<file path="src/rtl/alu_pkg.sv">
// Shared ALU operation codes, MIPS opcode/funct constants and the decoded issue entry.
// Used by alu_op_decoder and alu_issue_stage.
package alu_pkg;

    localparam int DATA_W = 32;
    localparam int REG_AW = 5;

    localparam logic [3:0] ALU_AND  = 4'b0000;
    localparam logic [3:0] ALU_OR   = 4'b0001;
    localparam logic [3:0] ALU_ADD  = 4'b0010;
    localparam logic [3:0] ALU_ADDU = 4'b0011;
    localparam logic [3:0] ALU_SUBU = 4'b0100;
    localparam logic [3:0] ALU_SUB  = 4'b0110;
    localparam logic [3:0] ALU_SLT  = 4'b0111;
    localparam logic [3:0] ALU_SLL  = 4'b1000;
    localparam logic [3:0] ALU_SLTU = 4'b1001;
    localparam logic [3:0] ALU_SRL  = 4'b1010;
    localparam logic [3:0] ALU_SRA  = 4'b1011;
    localparam logic [3:0] ALU_NOR  = 4'b1100;
    localparam logic [3:0] ALU_XOR  = 4'b1101;

    localparam logic [5:0] OP_RTYPE = 6'h00;
    localparam logic [5:0] OP_ADDI  = 6'h08;
    localparam logic [5:0] OP_ADDIU = 6'h09;
    localparam logic [5:0] OP_SLTI  = 6'h0A;
    localparam logic [5:0] OP_SLTIU = 6'h0B;
    localparam logic [5:0] OP_ANDI  = 6'h0C;
    localparam logic [5:0] OP_ORI   = 6'h0D;
    localparam logic [5:0] OP_XORI  = 6'h0E;
    localparam logic [5:0] OP_LUI   = 6'h0F;

    localparam logic [5:0] FN_SLL  = 6'h00;
    localparam logic [5:0] FN_SRL  = 6'h02;
    localparam logic [5:0] FN_SRA  = 6'h03;
    localparam logic [5:0] FN_SLLV = 6'h04;
    localparam logic [5:0] FN_SRLV = 6'h06;
    localparam logic [5:0] FN_SRAV = 6'h07;
    localparam logic [5:0] FN_ADD  = 6'h20;
    localparam logic [5:0] FN_ADDU = 6'h21;
    localparam logic [5:0] FN_SUB  = 6'h22;
    localparam logic [5:0] FN_SUBU = 6'h23;
    localparam logic [5:0] FN_AND  = 6'h24;
    localparam logic [5:0] FN_OR   = 6'h25;
    localparam logic [5:0] FN_XOR  = 6'h26;
    localparam logic [5:0] FN_NOR  = 6'h27;
    localparam logic [5:0] FN_SLT  = 6'h2A;
    localparam logic [5:0] FN_SLTU = 6'h2B;

    typedef struct packed {
        logic [3:0]        op;
        logic [DATA_W-1:0] a;
        logic [DATA_W-1:0] b;
        logic [REG_AW-1:0] rd;
        logic              we;
        logic              ill;
    } decoded_t;

    // Counters stick at all-ones instead of wrapping back to zero.
    function automatic logic [31:0] sat_inc(input logic [31:0] v);
        return (v == 32'hFFFF_FFFF) ? v : v + 32'd1;
    endfunction

endpackage

</file>
<file path="src/rtl/alu_op_decoder.sv">
// Combinational MIPS ALU-instruction decoder: instruction word plus forwarded
// register values in, one decoded issue entry out.
module alu_op_decoder
    import alu_pkg::*;
#(
    parameter int LUI_SH = 16
) (
    input  logic [DATA_W-1:0] instr,
    input  logic [DATA_W-1:0] rs_val,
    input  logic [DATA_W-1:0] rt_val,
    output decoded_t          entry
);

    logic [5:0]        opcode;
    logic [5:0]        funct;
    logic [4:0]        shamt;
    logic [REG_AW-1:0] rt_f;
    logic [REG_AW-1:0] rd_f;
    logic [15:0]       imm;
    logic [DATA_W-1:0] imm_sx;
    logic [DATA_W-1:0] imm_zx;
    logic              unused_rs_field;

    assign opcode = instr[31:26];
    assign rt_f   = instr[20:16];
    assign rd_f   = instr[15:11];
    assign shamt  = instr[10:6];
    assign funct  = instr[5:0];
    assign imm    = instr[15:0];
    assign imm_sx = {{(DATA_W-16){imm[15]}}, imm};
    assign imm_zx = {{(DATA_W-16){1'b0}}, imm};

    // The rs index is resolved upstream; only its forwarded value arrives here.
    assign unused_rs_field = ^instr[25:21];

    logic              legal;
    logic [REG_AW-1:0] dest;
    decoded_t          raw;

    always_comb begin
        raw   = '0;
        legal = 1'b1;
        dest  = '0;
        if (opcode == OP_RTYPE) begin
            dest  = rd_f;
            raw.a = rs_val;
            raw.b = rt_val;
            case (funct)
                FN_ADD:  raw.op = ALU_ADD;
                FN_ADDU: raw.op = ALU_ADDU;
                FN_SUB:  raw.op = ALU_SUB;
                FN_SUBU: raw.op = ALU_SUBU;
                FN_AND:  raw.op = ALU_AND;
                FN_OR:   raw.op = ALU_OR;
                FN_XOR:  raw.op = ALU_XOR;
                FN_NOR:  raw.op = ALU_NOR;
                FN_SLT:  raw.op = ALU_SLT;
                FN_SLTU: raw.op = ALU_SLTU;
                FN_SLL: begin
                    raw.op = ALU_SLL;
                    raw.a  = {{(DATA_W-5){1'b0}}, shamt};
                end
                FN_SRL: begin
                    raw.op = ALU_SRL;
                    raw.a  = {{(DATA_W-5){1'b0}}, shamt};
                end
                FN_SRA: begin
                    raw.op = ALU_SRA;
                    raw.a  = {{(DATA_W-5){1'b0}}, shamt};
                end
                FN_SLLV: raw.op = ALU_SLL;
                FN_SRLV: raw.op = ALU_SRL;
                FN_SRAV: raw.op = ALU_SRA;
                default: legal = 1'b0;
            endcase
        end else begin
            dest  = rt_f;
            raw.a = rs_val;
            case (opcode)
                OP_ADDI: begin
                    raw.op = ALU_ADD;
                    raw.b  = imm_sx;
                end
                OP_ADDIU: begin
                    raw.op = ALU_ADDU;
                    raw.b  = imm_sx;
                end
                OP_SLTI: begin
                    raw.op = ALU_SLT;
                    raw.b  = imm_sx;
                end
                OP_SLTIU: begin
                    raw.op = ALU_SLTU;
                    raw.b  = imm_sx;
                end
                OP_ANDI: begin
                    raw.op = ALU_AND;
                    raw.b  = imm_zx;
                end
                OP_ORI: begin
                    raw.op = ALU_OR;
                    raw.b  = imm_zx;
                end
                OP_XORI: begin
                    raw.op = ALU_XOR;
                    raw.b  = imm_zx;
                end
                // LUI becomes imm << LUI_SH on the shifter.
                OP_LUI: begin
                    raw.op = ALU_SLL;
                    raw.a  = DATA_W'(LUI_SH);
                    raw.b  = imm_zx;
                end
                default: legal = 1'b0;
            endcase
        end
    end

    // Illegal words retire as a non-writing bubble with zeroed operands.
    always_comb begin
        entry = '0;
        if (legal) begin
            entry    = raw;
            entry.rd = dest;
            entry.we = (dest != '0);
        end else begin
            entry.ill = 1'b1;
        end
    end

endmodule

</file>
<file path="src/rtl/alu_issue_stage.sv">
// ID->EX issue register feeding the ALU. Optional performance counters are
// enabled by defining ALU_ISSUE_PERF_EN.
module alu_issue_stage
    import alu_pkg::*;
#(
    parameter int DATA_W = 32,
    parameter int REG_AW = 5,
    parameter int LUI_SH = 16
) (
    input  logic              clk,
    input  logic              reset,
    input  logic              in_valid,
    output logic              in_ready,
    input  logic [DATA_W-1:0] instr,
    input  logic [DATA_W-1:0] rs_val,
    input  logic [DATA_W-1:0] rt_val,
    input  logic              flush,
`ifdef ALU_ISSUE_PERF_EN
    output logic [31:0]       perf_issued,
    output logic [31:0]       perf_stall,
    output logic [31:0]       perf_illegal,
`endif
    output logic              out_valid,
    input  logic              out_ready,
    output logic [3:0]        operation,
    output logic [DATA_W-1:0] data_a,
    output logic [DATA_W-1:0] data_b,
    output logic [REG_AW-1:0] wr_reg,
    output logic              wr_en,
    output logic              illegal
);

    decoded_t dec;
    logic     accept;

    alu_op_decoder #(
        .LUI_SH (LUI_SH)
    ) u_decoder (
        .instr  (instr),
        .rs_val (rs_val),
        .rt_val (rt_val),
        .entry  (dec)
    );

    // Handshake: a transfer happens on a rising edge where valid && ready.
    // Upstream may load whenever the register is empty or EX drains it this
    // cycle; while out_valid && !out_ready every output holds bit-stable.
    assign in_ready = !out_valid || out_ready;
    assign accept   = in_valid && in_ready;

    always_ff @(posedge clk) begin
        if (reset) begin
            out_valid <= 1'b0;
            operation <= 4'b0000;
            data_a    <= '0;
            data_b    <= '0;
            wr_reg    <= '0;
            wr_en     <= 1'b0;
            illegal   <= 1'b0;
        end else if (flush) begin
            out_valid <= 1'b0;
            wr_en     <= 1'b0;
        end else if (accept) begin
            out_valid <= 1'b1;
            operation <= dec.op;
            data_a    <= dec.a;
            data_b    <= dec.b;
            wr_reg    <= dec.rd;
            wr_en     <= dec.we;
            illegal   <= dec.ill;
        end else if (out_ready) begin
            out_valid <= 1'b0;
        end
    end

`ifdef ALU_ISSUE_PERF_EN
    always_ff @(posedge clk) begin
        if (reset) begin
            perf_issued  <= '0;
            perf_stall   <= '0;
            perf_illegal <= '0;
        end else begin
            if (accept) begin
                perf_issued <= sat_inc(perf_issued);
            end
            if (out_valid && !out_ready) begin
                perf_stall <= sat_inc(perf_stall);
            end
            if (accept && dec.ill) begin
                perf_illegal <= sat_inc(perf_illegal);
            end
        end
    end
`endif

endmodule
</file>
<file path="config.mk">
export PLATFORM = sky130hd
export DESIGN_NAME = alu_issue_stage
export DESIGN_NICKNAME = d
export VERILOG_FILES = /design/src/rtl/alu_pkg.sv /design/src/rtl/alu_op_decoder.sv /design/src/rtl/alu_issue_stage.sv
export SDC_FILE = /design/constraint.sdc
export NUM_CORES = 1
export LEC_CHECK = 0
export ABC_CLOCK_PERIOD_IN_PS = 4500
export CORE_UTILIZATION = 41
export DETAILED_ROUTE_END_ITERATION = 8
export PLACE_DENSITY = 0.95
export SLEW_MARGIN = 20
export SYNTH_ARGS = -nofsm -noshare
export SYNTH_HDL_FRONTEND = slang
export SYNTH_SLANG_ARGS = --single-unit
</file>
<file path="constraint.sdc">
create_clock -name clk -period 4.5 [get_ports clk]
set_input_delay 0.675 -clock clk [delete_from_list [all_inputs] [get_ports clk]]
set_output_delay 0.675 -clock clk [all_outputs]
set_load 0.02 [all_outputs]
</file>
Word-level counts from Yosys, hierarchy flattened
Index checks and enable logic that the tools add are counted.
Word-level totals
  bits in registers: 76
  bits in latches: 0
  RAM bits: 0
  ROM bits: 0
  input port bits: 101
  output and inout bits: 77
  word-level logic and storage cells: 62
  memories kept: 0
Operators by class
  add/subtract/negate cells: 0
  $mul: 0
  div/mod/pow operators: 0
  $lt $le $gt $ge: 0
  equal/unequal tests: 23
  shift operators: 0
  muxes and demuxes: 14
  bitwise logic cells: 1
  reduce and logical (&&, ||, !) cells: 17
Operator list (count)
  74-bit two-way mux: 1
  68-bit two-way mux: 1
  32-bit two-way mux: 2
  32-bit case mux with 2 select lines: 1
  6-bit equality test (second input constant): 10
  6-bit by 4-bit equality test with 1-bit output (second input constant): 8
  4-bit case mux with 12 select lines: 1
  4-bit case mux with 7 select lines: 1
  6-bit by 3-bit equality test with 1-bit output (second input constant): 3
  16-bit OR reduction: 1
  6-bit by 2-bit equality test with 1-bit output (second input constant): 2
  6-bit logical NOT: 2
  2-bit OR reduction: 4
  4-bit OR reduction: 2
  8-bit OR reduction: 1
  1-bit two-way mux: 6
  5-bit two-way mux: 1
  5-bit nonzero test: 1
  3-bit OR reduction: 1
  2-bit AND reduction: 1
  2-bit nonzero test: 1
  1-bit logical AND: 1
  1-bit logical NOT: 1
  1-bit logical OR: 1
  1-bit NOT: 1

Longest topological paths before layout
  depth after elaboration: 5
  mapped depth: 8
  depth with buffers taken out: 5

By module
Synthesis repeated with hierarchy kept, for this count alone.
Second synthesis, totals
  cell total of the unflattened synthesis: 510
  area total of the unflattened synthesis: 4630.7 um^2
By module, submodules not included
  alu_issue_stage: instances 1, cells each 330, area an instance 3449.6 um^2, sequential area each 1521.5 um^2
  alu_op_decoder: instances 1, cells each 180, area an instance 1181.1 um^2, sequential area each 0.0 um^2

Worst setup path after synthesis
OpenSTA, ideal clock, no wires.
  kind: input port to flip-flop
  from: input port instr[31]
  to: register data_b[22]
  setup time: 0.068 ns
  arrival time: 2.064 ns
  data required time: 4.432 ns
  slack: 2.368 ns
  cell stages on the path: 8
  buffers on the path: 3
  cells stage by stage: nor4_2 > and3_1 > buf_4 > a32oi_1 > or3_1 > buf_6 > buf_6 > o2bb2ai_2
Between the ends
  word-level cells in the longest chain between the ends: 5
  elaborated cells on any way between the ends: 17
  classes of those cells: eq/ne: 8; mux: 5; reduce/logical: 4
Ends and longest elaborated chain
  from (decl): RTL line alu_issue_stage.sv:14  | input logic [DATA_W-1:0] instr,
  6-bit by 4-bit equality test with 1-bit output: RTL line alu_op_decoder.sv:79  | case (opcode)
  4-bit OR reduction (no source line) / 8-bit OR reduction (equally long branches)
  32-bit case mux with 2 select lines / 1-bit two-way mux (equally long branches): RTL line alu_op_decoder.sv:79
  68-bit two-way mux / 1-bit two-way mux (equally long branches): RTL line alu_op_decoder.sv:44  | if (opcode == OP_RTYPE) begin
  74-bit two-way mux (*): RTL line alu_op_decoder.sv:122  | if (legal) begin
  to (signal assigned): RTL line alu_issue_stage.sv:67  | data_b <= dec.b;
  to (decl): RTL line alu_issue_stage.sv:27  | output logic [DATA_W-1:0] data_b,
Mark *: on every way between the ends. The rest lies on a longest branch, timed or not.
A chain may end at the register's enable or synchronous reset.

Worst setup path in the final report
  from: input port instr[31]
  to: register data_a[12]
Between the ends
  word-level cells in the longest chain between the ends: 5
  elaborated cells on any way between the ends: 15
  classes of those cells: eq/ne: 8; mux: 5; reduce/logical: 2
Ends and longest elaborated chain
  6-bit by 4-bit equality test with 1-bit output: RTL line alu_op_decoder.sv:79
  8-bit OR reduction (no source line)
  1-bit two-way mux: RTL line alu_op_decoder.sv:79
  1-bit two-way mux: RTL line alu_op_decoder.sv:44
  74-bit two-way mux (*): RTL line alu_op_decoder.sv:122
  to (signal assigned): RTL line alu_issue_stage.sv:66  | data_a <= dec.a;
  to (decl): RTL line alu_issue_stage.sv:26  | output logic [DATA_W-1:0] data_a,
Marked as above.

==> flow_metrics.py <==
metrics = {
    "run_status": {
        "status": "finished clean",
    },
    "timing": {
        "finalSetupViolations": 0,
        "worst_pin_slew_ns": 1.028,
        "rsz0062_at_grt": "false",
        "max_freq_mhz": 351.2,
        "finalHoldViolations": 0,
        "finalMaxSlewViolations": 0,
        "min_period_ns": 2.848,
        "finalCritPeriodShare_pct": 63.28,
        "slew-limit-headroom_pct": 31.28,
        "clock_skew_ns": 0.006935,
        "tns_ns": 0,
    },
    "floorplan": {
        "core_sq_mm": 0.007253,
        "dieArea_sq_mm": 0.007864,
        "placement_rows": 31,
        "io_pins": 178,
        "initial_core_util_pct": 42.47,
        "fp.dieH_microns": 88.68,
        "die-width_microns": 88.68,
    },
    "worst_setup_path": {
        "crit_path_max_fanout": 25,
        "crit_path_top_delay_cell": "nand2_1",
        "rrSetupSlack_ns": 2.25,
        "reg2reg_depth": 6,
        "crit_path_cell_trace": "clkdlybuf4s50_1 > nor4_2 > nand2_1 > a31oi_1 > nor2_2 > buf_4 > a22o_1",
        "end_kind": "flip-flop",
        "crit_type": "input port to flip-flop",
        "worst_r2r_startpoint": "out_valid",
        "required_ns": 4.73,
        "r2r-end": "data_a[25]",
        "critical-path-max-stage-delay_ns": 0.58,
        "crit_path_start_kind": "input port",
        "critical_path_arrival_ns": 3.08,
    },
    "layout": {
        "num_antenna_cells": 0,
        "mostFrequentLayoutCells": "clkdlybuf4s50_1 (172), dfxtp_1 (76), o2bb2ai_1 (31), a22o_1 (28), nor2_1 (23)",
        "multi_input_area_sq_mm": 0.001434,
        "fill_cells": 544,
        "syn_to_final_growth_pct": 63.61,
        "fin_nets": 555,
        "final_common_cell": "clkdlybuf4s50_1",
        "utilization_pct": 69.48,
        "regArea_sq_mm": 0.001521,
        "drive_above_1_share_pct": 7.424,
    },
    "global_routing": {
        "grt_use_total_pct": 24.62,
        "grt_pass1_wl_microns": 14730,
        "antenna_found_initial": 0,
        "overflow": 0,
        "grt_pass1_vias": 2974,
        "grt_max_degree": 43,
    },
    "detailed_routing": {
        "antenna_left": 0,
        "firstDrtPassIters": 4,
        "routed_wl_microns": 9622,
        "drt_iter0_drc": 143,
        "drt_drc_violations_left": 0,
        "vias": 3069,
        "via_per_inst": 5.510,
        "wl_per_cell_microns": 17.27,
    },
    "synthesis": {
        "synth_edf_count": 0,
        "synth_cell_types": 45,
        "syn_area_per_cell_sq_um": 10.48,
        "synth_warnings": 0,
        "synth_area_sq_mm": 0.003080,
        "syn_inst": 294,
        "synth.ff_latch_count": 76,
        "synth_ff_type": "dfxtp_1",
        "async_flop_share_pct": 0,
        "ys_seq_area_share_pct": 49.39,
        "synth_nets": 395,
    },
    "clock_network": {
        "ctsLongestPathBuffers": 2,
        "clkSinkCount": 76,
        "cts_tree": "yes",
        "post_cts_buffers": 0,
        "cts_buffers": 9,
        "cts_hold_buf": 0,
        "clk_latency_ns": 0.34,
        "htreeDepth": 3,
        "cts_resized": 0,
        "cts-root-buf": "clkbuf_8",
        "cts.clk_slew.worst_paths_ns": 0.08,
    },
    "hold_path": {
        "hold_class": "flip-flop to flip-flop",
        "hold_path_depth": 1,
        "hp-start": "data_a[1]",
        "hold_end": "data_a[1]",
    },
    "power": {
        "ir_drop_mv": 0.1636,
        "leakage_nw": 1.805,
        "power_density_mw_per_mm2": 275.2,
    },
    "placement": {
        "dp_hpwl_microns": 7049,
        "portBuffers": 172,
        "place.gp.congestion": 0.8435,
    },
    "run": {
        "drv_cap": 0,
    },
}
==> per-layer routing <==
layer,share of wire [%],up-vias,global-route usage [%]
li1,-,1446,-
met1,42,1465,30.09
met2,49,140,41.54
met3,6.6,18,5.877
met4,2.1,0,10.26
met5,0,-,0
==> worst max path at each step <==
stage | from | end | slack [ns]
6_report | instr[31] | data_a[12] | 1.65
5_1_grt | instr[31] | data_a[20] | 1.44
4_1_cts | instr[31] | data_a[30] | 1.64
3_5_place_dp | instr[31] | data_a[30] | 1.29
3_3_place_gp | instr[31] | data_a[20] | 1.34
2_1_floorplan | instr[31] | data_b[22] | 2.37
==> metrics by stage <==
stage	instances	area, sq um	hold slack [ns]	power, W	worst slack [ns]
global route	557	5040	0.4835	0.001437	1.444
finish	557	5040	0.4696	0.001387	1.652
detailed placement	542	4838	0.4485	0.0008733	1.292
floorplan	294	3080	0.5300	0.0007572	2.368
global placement	542	4838	0.4425	0.0008691	1.340
CTS	557	5040	0.4713	0.001392	1.639
==> Yosys cell counts (2+ instances only) <==
cell       number  share of area (%)
a211oi_1        3               0.73
a21oi_1         3               0.49
a22o_1         28                8.0
a22oi_1        17                4.1
a31o_2          2               0.57
and2_1          2               0.41
and3_1          2               0.41
buf_2           5               0.81
buf_6           2               0.73
clkbuf_1       18                2.2
dfxtp_1        76                 49
inv_1           4               0.49
mux2i_1        11                3.6
nand2_1        11                1.3
nand2b_1        4               0.81
nand3_1         4               0.65
nand4_1         2               0.41
nor2_1         24                2.9
nor2b_1         2               0.41
nor3_1          2               0.32
o21ai_0         6               0.97
o21bai_1        2               0.49
o22ai_1         2               0.41
o2bb2ai_1      31                8.8
o2bb2ai_2      10                4.9
or4_1           2               0.49
==> kinds of logic (layout without fill, tap and decap cells) <==
group           Yosys count  after routing  share of synthesized area (%)
compound gates          115            115                          32.58
xor+xnor                  1              1                         0.2844
mux                      11             11                          3.574
simple gates             61             61                          9.708
buf+inv                  30            194                          4.468
flops                    76             76                          49.39
==> area by class of cell <==
cell class / instances / share of cell area, %
sequential: 76 / 30.19
timing repair buffer: 175 / 34.61
multi-input combinational: 188 / 28.45
tap: 99 / 2.458
clock buffer: 12 / 3.078
inverter: 4 / 0.2979
clock inverter: 3 / 0.9186
==> power breakdown <==
group,internal (W),switching [W]
sequential,0.000679,0.00000389
combinational,0.000104,0.0000736
clock,0.000285,0.000242
total,0.00107,0.000320
==> worst max-delay path, delay by kind of cell <==
family | cells | cell delay, ns
AOI/OAI and AO/OA | 2 | 0.62
and+or+nand+nor | 3 | 1.05
buffers and inverters | 2 | 0.73
No activity file was read; power rests on OpenSTA's default activity.
